`src/rtl/compute_issue_seq_pkg.sv`:
```
// Shared constants and types for the compute-stage issue sequencer.
// Covers the instruction field map, opcode and mem-type codes, class one-hot and FSM encoding.
package compute_issue_seq_pkg;

  localparam int unsigned InstW = 128;
  localparam int unsigned CntW  = 32;

  // Instruction field map
  localparam int unsigned OpcLsb      = 0;
  localparam int unsigned OpcW        = 3;
  localparam int unsigned PopPrevBit  = 3;
  localparam int unsigned PopNextBit  = 4;
  localparam int unsigned PushPrevBit = 5;
  localparam int unsigned PushNextBit = 6;
  localparam int unsigned MemLsb      = 7;
  localparam int unsigned MemW        = 2;
  localparam int unsigned XsizeLsb    = 80;
  localparam int unsigned XsizeW      = 16;
  localparam int unsigned AluLsb      = 108;
  localparam int unsigned AluW        = 3;

  localparam logic [OpcW-1:0] OpcLoad   = 3'd0;
  localparam logic [OpcW-1:0] OpcGemm   = 3'd2;
  localparam logic [OpcW-1:0] OpcFinish = 3'd3;
  localparam logic [OpcW-1:0] OpcAlu    = 3'd4;

  localparam logic [MemW-1:0] MemUop = 2'd0;
  localparam logic [MemW-1:0] MemAcc = 2'd3;

  localparam logic [AluW-1:0] AluOpMax = 3'd3;

  typedef enum logic [2:0] {
    StIdle = 3'd0,
    StPop  = 3'd1,
    StExec = 3'd2,
    StWait = 3'd3,
    StPush = 3'd4
  } seqState_t;

  typedef struct packed {
    logic uop;
    logic acc;
    logic sync;
    logic gemm;
    logic alu;
    logic finish;
    logic illegal;
  } instClass_t;

  typedef struct packed {
    logic popPrev;
    logic popNext;
    logic pushPrev;
    logic pushNext;
  } depFlags_t;

endpackage

```
`src/rtl/compute_inst_classify.sv`:
```
// Combinational decode of a compute instruction into a one-hot class plus its four dependency flags.
module compute_inst_classify
  import compute_issue_seq_pkg::*;
(
  input  logic [InstW-1:0] inst,
  output instClass_t       cls,
  output depFlags_t        flags
);

  logic [OpcW-1:0]   opcode;
  logic [MemW-1:0]   memType;
  logic [XsizeW-1:0] xsize;
  logic [AluW-1:0]   aluOp;
  logic              unusedBits;

  assign opcode  = inst[OpcLsb +: OpcW];
  assign memType = inst[MemLsb +: MemW];
  assign xsize   = inst[XsizeLsb +: XsizeW];
  assign aluOp   = inst[AluLsb +: AluW];

  // Immediate/address fields are carried to the units untouched
  assign unusedBits = ^{inst[InstW-1:AluLsb+AluW],
                        inst[AluLsb-1:XsizeLsb+XsizeW],
                        inst[XsizeLsb-1:MemLsb+MemW]};

  assign flags.popPrev  = inst[PopPrevBit];
  assign flags.popNext  = inst[PopNextBit];
  assign flags.pushPrev = inst[PushPrevBit];
  assign flags.pushNext = inst[PushNextBit];

  // Exactly one class bit is set for any instruction
  always_comb begin
    cls = '0;
    case (opcode)
      OpcLoad: begin
        if ((memType != MemUop) && (memType != MemAcc)) cls.illegal = 1'b1;
        else if (xsize == '0)                           cls.sync    = 1'b1;
        else if (memType == MemUop)                     cls.uop     = 1'b1;
        else                                            cls.acc     = 1'b1;
      end
      OpcGemm:   cls.gemm   = 1'b1;
      OpcFinish: cls.finish = 1'b1;
      OpcAlu: begin
        if (aluOp > AluOpMax) cls.illegal = 1'b1;
        else                  cls.alu     = 1'b1;
      end
      default:   cls.illegal = 1'b1;
    endcase
  end

endmodule

```
`src/rtl/compute_issue_seq.sv`:
```
// Compute-stage issue sequencer: takes one instruction at a time, pops dependency tokens,
// runs the selected unit to completion, pushes tokens, then retires.
module compute_issue_seq
  import compute_issue_seq_pkg::*;
(
  input  logic             clock,
  input  logic             reset,
  input  logic             io_inst_valid,
  output logic             io_inst_ready,
  input  logic [InstW-1:0] io_inst_bits,
  input  logic             io_l2g_valid,
  output logic             io_l2g_ready,
  input  logic             io_s2g_valid,
  output logic             io_s2g_ready,
  output logic             io_g2l_valid,
  input  logic             io_g2l_ready,
  output logic             io_g2s_valid,
  input  logic             io_g2s_ready,
  output logic [InstW-1:0] io_exec_inst,
  output logic             io_uop_start,
  output logic             io_acc_start,
  output logic             io_gemm_start,
  output logic             io_alu_start,
  input  logic             io_exec_done,
  output logic             io_finish,
  output logic             io_illegal,
  output logic [CntW-1:0]  io_retired
);

  seqState_t        state;
  seqState_t        stateNext;
  logic [InstW-1:0] instQ;
  logic [CntW-1:0]  retired;
  instClass_t       cls;
  depFlags_t        flags;

  // Per-token "already handled" flags; cleared on accept
  logic l2gDone, s2gDone, g2lDone, g2sDone;
  logic l2gDoneNext, s2gDoneNext, g2lDoneNext, g2sDoneNext;
  logic needL2g, needS2g, needG2l, needG2s;
  logic accept, retire;

  compute_inst_classify uClassify (
    .inst  (instQ),
    .cls   (cls),
    .flags (flags)
  );

  assign needL2g = flags.popPrev  & ~l2gDone;
  assign needS2g = flags.popNext  & ~s2gDone;
  assign needG2l = flags.pushPrev & ~g2lDone;
  assign needG2s = flags.pushNext & ~g2sDone;

  // Next-state and handshake/pulse decode
  always_comb begin
    stateNext     = state;
    l2gDoneNext   = l2gDone;
    s2gDoneNext   = s2gDone;
    g2lDoneNext   = g2lDone;
    g2sDoneNext   = g2sDone;
    accept        = 1'b0;
    retire        = 1'b0;
    io_inst_ready = 1'b0;
    io_l2g_ready  = 1'b0;
    io_s2g_ready  = 1'b0;
    io_g2l_valid  = 1'b0;
    io_g2s_valid  = 1'b0;
    io_uop_start  = 1'b0;
    io_acc_start  = 1'b0;
    io_gemm_start = 1'b0;
    io_alu_start  = 1'b0;
    io_finish     = 1'b0;
    io_illegal    = 1'b0;
    if (!reset) begin
      case (state)
        StIdle: begin
          io_inst_ready = 1'b1;
          if (io_inst_valid) begin
            accept      = 1'b1;
            l2gDoneNext = 1'b0;
            s2gDoneNext = 1'b0;
            g2lDoneNext = 1'b0;
            g2sDoneNext = 1'b0;
            stateNext   = StPop;
          end
        end
        StPop: begin
          io_l2g_ready = needL2g;
          io_s2g_ready = needS2g;
          if (needL2g && io_l2g_valid) l2gDoneNext = 1'b1;
          if (needS2g && io_s2g_valid) s2gDoneNext = 1'b1;
          // Leave as soon as the last outstanding pop completes this cycle
          if ((!needL2g || io_l2g_valid) && (!needS2g || io_s2g_valid)) begin
            io_finish  = cls.finish;
            io_illegal = cls.illegal;
            if (cls.sync || cls.finish || cls.illegal) stateNext = StPush;
            else                                       stateNext = StExec;
          end
        end
        StExec: begin
          io_uop_start  = cls.uop;
          io_acc_start  = cls.acc;
          io_gemm_start = cls.gemm;
          io_alu_start  = cls.alu;
          stateNext     = StWait;
        end
        StWait: begin
          if (io_exec_done) stateNext = StPush;
        end
        StPush: begin
          io_g2l_valid = needG2l;
          io_g2s_valid = needG2s;
          if (needG2l && io_g2l_ready) g2lDoneNext = 1'b1;
          if (needG2s && io_g2s_ready) g2sDoneNext = 1'b1;
          if ((!needG2l || io_g2l_ready) && (!needG2s || io_g2s_ready)) begin
            retire    = 1'b1;
            stateNext = StIdle;
          end
        end
        default: stateNext = StIdle;
      endcase
    end
  end

  always_ff @(posedge clock) begin
    if (reset) begin
      state   <= StIdle;
      instQ   <= '0;
      retired <= '0;
      l2gDone <= 1'b0;
      s2gDone <= 1'b0;
      g2lDone <= 1'b0;
      g2sDone <= 1'b0;
    end else begin
      state   <= stateNext;
      l2gDone <= l2gDoneNext;
      s2gDone <= s2gDoneNext;
      g2lDone <= g2lDoneNext;
      g2sDone <= g2sDoneNext;
      if (accept) instQ   <= io_inst_bits;
      if (retire) retired <= retired + CntW'(1);
    end
  end

  assign io_exec_inst = instQ;
  assign io_retired   = retired;

endmodule

```
`config.mk`:
```
export PLATFORM = sky130hd
export DESIGN_NAME = compute_issue_seq
export DESIGN_NICKNAME = d
export VERILOG_FILES = /design/src/rtl/compute_issue_seq_pkg.sv /design/src/rtl/compute_inst_classify.sv /design/src/rtl/compute_issue_seq.sv
export SDC_FILE = /design/constraint.sdc
export NUM_CORES = 1
export LEC_CHECK = 0
export ABC_AREA = 1
export CAP_MARGIN = 25
export CORE_AREA = 2 2 121 123
export CTS_BUF_LIST = sky130_fd_sc_hd__clkbuf_2 sky130_fd_sc_hd__clkbuf_4 sky130_fd_sc_hd__clkbuf_8
export CTS_CLUSTER_SIZE = 25
export DETAILED_ROUTE_END_ITERATION = 10
export DIE_AREA = 0 0 123 125
export DONT_BUFFER_PORTS = 1
export GPL_ROUTABILITY_DRIVEN = 0
export GPL_TIMING_DRIVEN = 0
export PLACE_DENSITY = 0.65
export SLEW_MARGIN = 20
export SYNTH_ARGS = -nofsm -noshare
export SYNTH_HDL_FRONTEND = slang
export SYNTH_SLANG_ARGS = --single-unit
```
`constraint.sdc`:
```
create_clock -name clock -period 4 [get_ports clock]
set_input_delay 0.6 -clock clock [delete_from_list [all_inputs] [get_ports clock]]
set_output_delay 0.6 -clock clock [all_outputs]
set_load 0.02 [all_outputs]
```
==> flow_metrics.env <==
export IMPL_vias=6290
export IMPL_viasPerCell=5.220
export IMPL_dieArea_um2=15380
export IMPL_slowest_delay_ns=0.74
export IMPL_grt_overflow=0
export IMPL_synth_cells=988
export IMPL_grt_use_met1=0.3198
export IMPL_first_iter_violations=440
export IMPL_cp_max_fo=3
export IMPL_final_setup_worst_slack_ns=1.287
export IMPL_area_growth_pct=9.467
export IMPL_relSlewSlack=0.4529
export IMPL_hpwlAfterDp_um=15550
export IMPL_final_antenna_net_count=0
export IMPL_p_switching_mw=1.993
export IMPL_die_w_um=123
export IMPL_p_clk_frac=0.263
export IMPL_p_comb_frac=0.213
export IMPL_run_status="completed"
export IMPL_tightest_slew_ns=0.8207
export IMPL_start_util=0.4959
export IMPL_grt_pass1_vias=5904
export IMPL_die_h_um=125
export IMPL_synth_fp_nets=1126
export IMPL_grt_met3_usage=0.09808
export IMPL_rsz0062_at_grt="false"
export IMPL_reg2reg_depth=11
export IMPL_r2r_start="io_retired[1]$_SDFFE_PP0P_"
export IMPL_crit_type="reg -> out"
export IMPL_holdPathStages=2
export IMPL_vdd_drop_max_v=0.0003254
export IMPL_wl_per_cell_um=16.90
export IMPL_n_fill_cell=1438
export IMPL_antenna_found_initial=0
export IMPL_synth_area_um2=7044
export IMPL_worstPathArrival_ns=2.11
export IMPL_ios=307
export IMPL_leakage_nw=2.755
export IMPL_clk_pin_slew_ns=0.10
export IMPL_cp_end_kind="output pin"
export IMPL_clkSinkCount=167
export IMPL_place_ws_ns=1.651
export IMPL_ys_warn_count=0
export IMPL_setup_tns_ns=0
export IMPL_fin_util=0.5429
export IMPL_grt_busiest_layer="met2"
export IMPL_drc=0
export IMPL_fin_crit_sh=0.6782
export IMPL_diodes=0
export IMPL_ctsHtreeMaxLevel=4
export IMPL_fmax_mhz=368.6
export IMPL_cts_made_buffers=17
export IMPL_cts_setup_buffers=0
export IMPL_post_cts_resized=0
export IMPL_synth_cell_types=29
export IMPL_tritoncts="done"
export IMPL_clock_skew_ns=0.008226
export IMPL_yosysSeqAreaShare=0.4746
export IMPL_cap_violations=0
export IMPL_rows=44
export IMPL_nNetsFinal=1146
export IMPL_required_ns=3.40
export IMPL_grt_util_met2=0.4189
export IMPL_setup_viol=0
export IMPL_finalMaxSlewViolations=0
export IMPL_cts_hold_buf=0
export IMPL_track_usage=0.2635
export IMPL_seq_power_share=0.525
export IMPL_dr_pass1_iters=6
export IMPL_layout_drive_gt1_share=0.06856
export IMPL_grt_max_degree=17
export IMPL_fin_crit_ns=2.713
export IMPL_clk_latency_ns=0.44
export IMPL_core_um2=14200
export IMPL_power_density_nw_per_um2=640.9
export IMPL_grt_pass1_wl_um=31310
export IMPL_cp_cell_sequence="inv_1, ha_1, nor4_2"
export IMPL_hp_class="in -> reg"
export IMPL_synth_area_per_cell_um2=7.130
export IMPL_clockBufferDepth=2
export IMPL_hold_viol=0
export IMPL_start_kind="register"
export IMPL_cp_slowest_cell="nor4_2"
export IMPL_switching_share=0.4033
export IMPL_ys_ff_latch=167
export IMPL_p_int_mw=2.949
export IMPL_clockRootBuffer="clkbuf_8"
export IMPL_portBuffers=0
export IMPL_wl_um=20370
export IMPL_cp_startpoint="io_exec_inst[7]$_SDFFE_PP0P_"
export IMPL_worstHoldStart="io_inst_bits[49]"
[path summary, 6_finish.rpt]
kind / slack (ns) / end
worst max-delay path: 1.29 / io_acc_start
worst min-delay path: 0.29 / io_exec_inst[49]$_SDFFE_PP0P_
worst max register to register: 2.06 / io_retired[22]$_SDFFE_PP0P_
worst min register to register: 0.46 / l2gDone$_SDFFE_PP0P_
[synth_stat cells, drive strengths merged]
master,instances,area [um2]
nand4,1,6.260
nor3,8,40.04
and3,1,6.260
inv,170,638.1
o21bai,2,15.01
xor2,6,52.55
or2,1,6.260
nor3b,2,15.01
nand2,159,601.8
dfxtp,167,3343
nand3,160,805.8
a21oi,27,135.1
clkbuf,24,90.09
o21ai,134,674.4
buf,25,177.7
a31oi,1,6.260
nor4,4,25.02
ha,2,25.02
nand3b,4,30.03
nor2,90,350.3
[metal layers]
layer | share of wire | vias to the layer above
met5 | 0 | -
met4 | 0.030 | 0
met3 | 0.11 | 40
met2 | 0.47 | 268
met1 | 0.40 | 2796
li1 | - | 3186
[layout make-up]
class	count	area, um2	share of cell area
Inverter	170	638.1	0.08275
Clock inverter	15	191.4	0.02483
Clock buffer	17	234.0	0.03034
Buffer	49	267.8	0.03472
Sequential cell	167	3343	0.4336
Tap cell	184	230.2	0.02986
Multi-Input combinational cell	602	2801	0.3633
Timing Repair Buffer	1	5.005	0.0006490
[cells by family (layout without fill, tap and decap cells)]
kind of cell / count (synthesis) / in the layout / synth area share
AO/OA/AOI/OAI: 164 / 164 / 0.1179
buffers and inverters: 219 / 252 / 0.1286
flip-flops: 167 / 167 / 0.4746
XOR/XNOR: 6 / 6 / 0.007460
AND/OR/NAND/NOR: 430 / 430 / 0.2679
adder cells (fa/ha/maj): 2 / 2 / 0.003552
[power groups by stage]
| stage | Combinational [mW] | Sequential [mW] | Clock [mW] |
|---|---|---|---|
| after floorplan | 0.806 | 2.53 | 0 |
| after CTS | 1.07 | 2.60 | 1.33 |
| after global placement | 1.04 | 2.63 | 0 |
| final | 1.05 | 2.59 | 1.30 |
| after global routing | 1.22 | 2.63 | 1.39 |
| after detailed placement | 1.07 | 2.63 | 0 |
[stage by stage]
stage	hold WS [ns]	std cells	power, mW	area (um2)
global route	0.2650	1205	5.236	7711
CTS	0.2482	1205	4.993	7711
global placement	0.4446	1172	3.679	7274
detailed placement	0.4528	1173	3.693	7286
floorplan	0.4330	988	3.337	7044
finish	0.2855	1205	4.942	7711
[cells in the final DEF (no fill, tap or decap), types with 8 or more instances in the layout]
cell type / Yosys / layout
buf_6: 8 / 8
nand3_1: 159 / 159
buf_2: 16 / 17
clkbuf_1: 24 / 24
dfxtp_1: 167 / 167
a21oi_1: 27 / 27
clkbuf_8: 0 / 17
o21ai_0: 57 / 57
nor3_1: 8 / 8
nand2_1: 157 / 157
nor2_1: 87 / 87
o21ai_1: 76 / 76
inv_1: 167 / 167
[worst max-delay path: cells and delay by family, from the launching register on]
| family | cells | cell delay (ns) |
|---|---|---|
| AND/OR/NAND/NOR | 1 | 0.74 |
| adder cells (fa/ha/maj) | 1 | 0.35 |
| flip-flops | 1 | 0.47 |
| buffers and inverters | 1 | 0.10 |
[registers in the layout, summed over array words and instances (netlist names)]
register / cells
l2gDone: 1
g2sDone: 1
s2gDone: 1
io_exec_inst: 128
state: 3
g2lDone: 1
io_retired: 32
No activity file was read; power rests on OpenSTA's default activity.
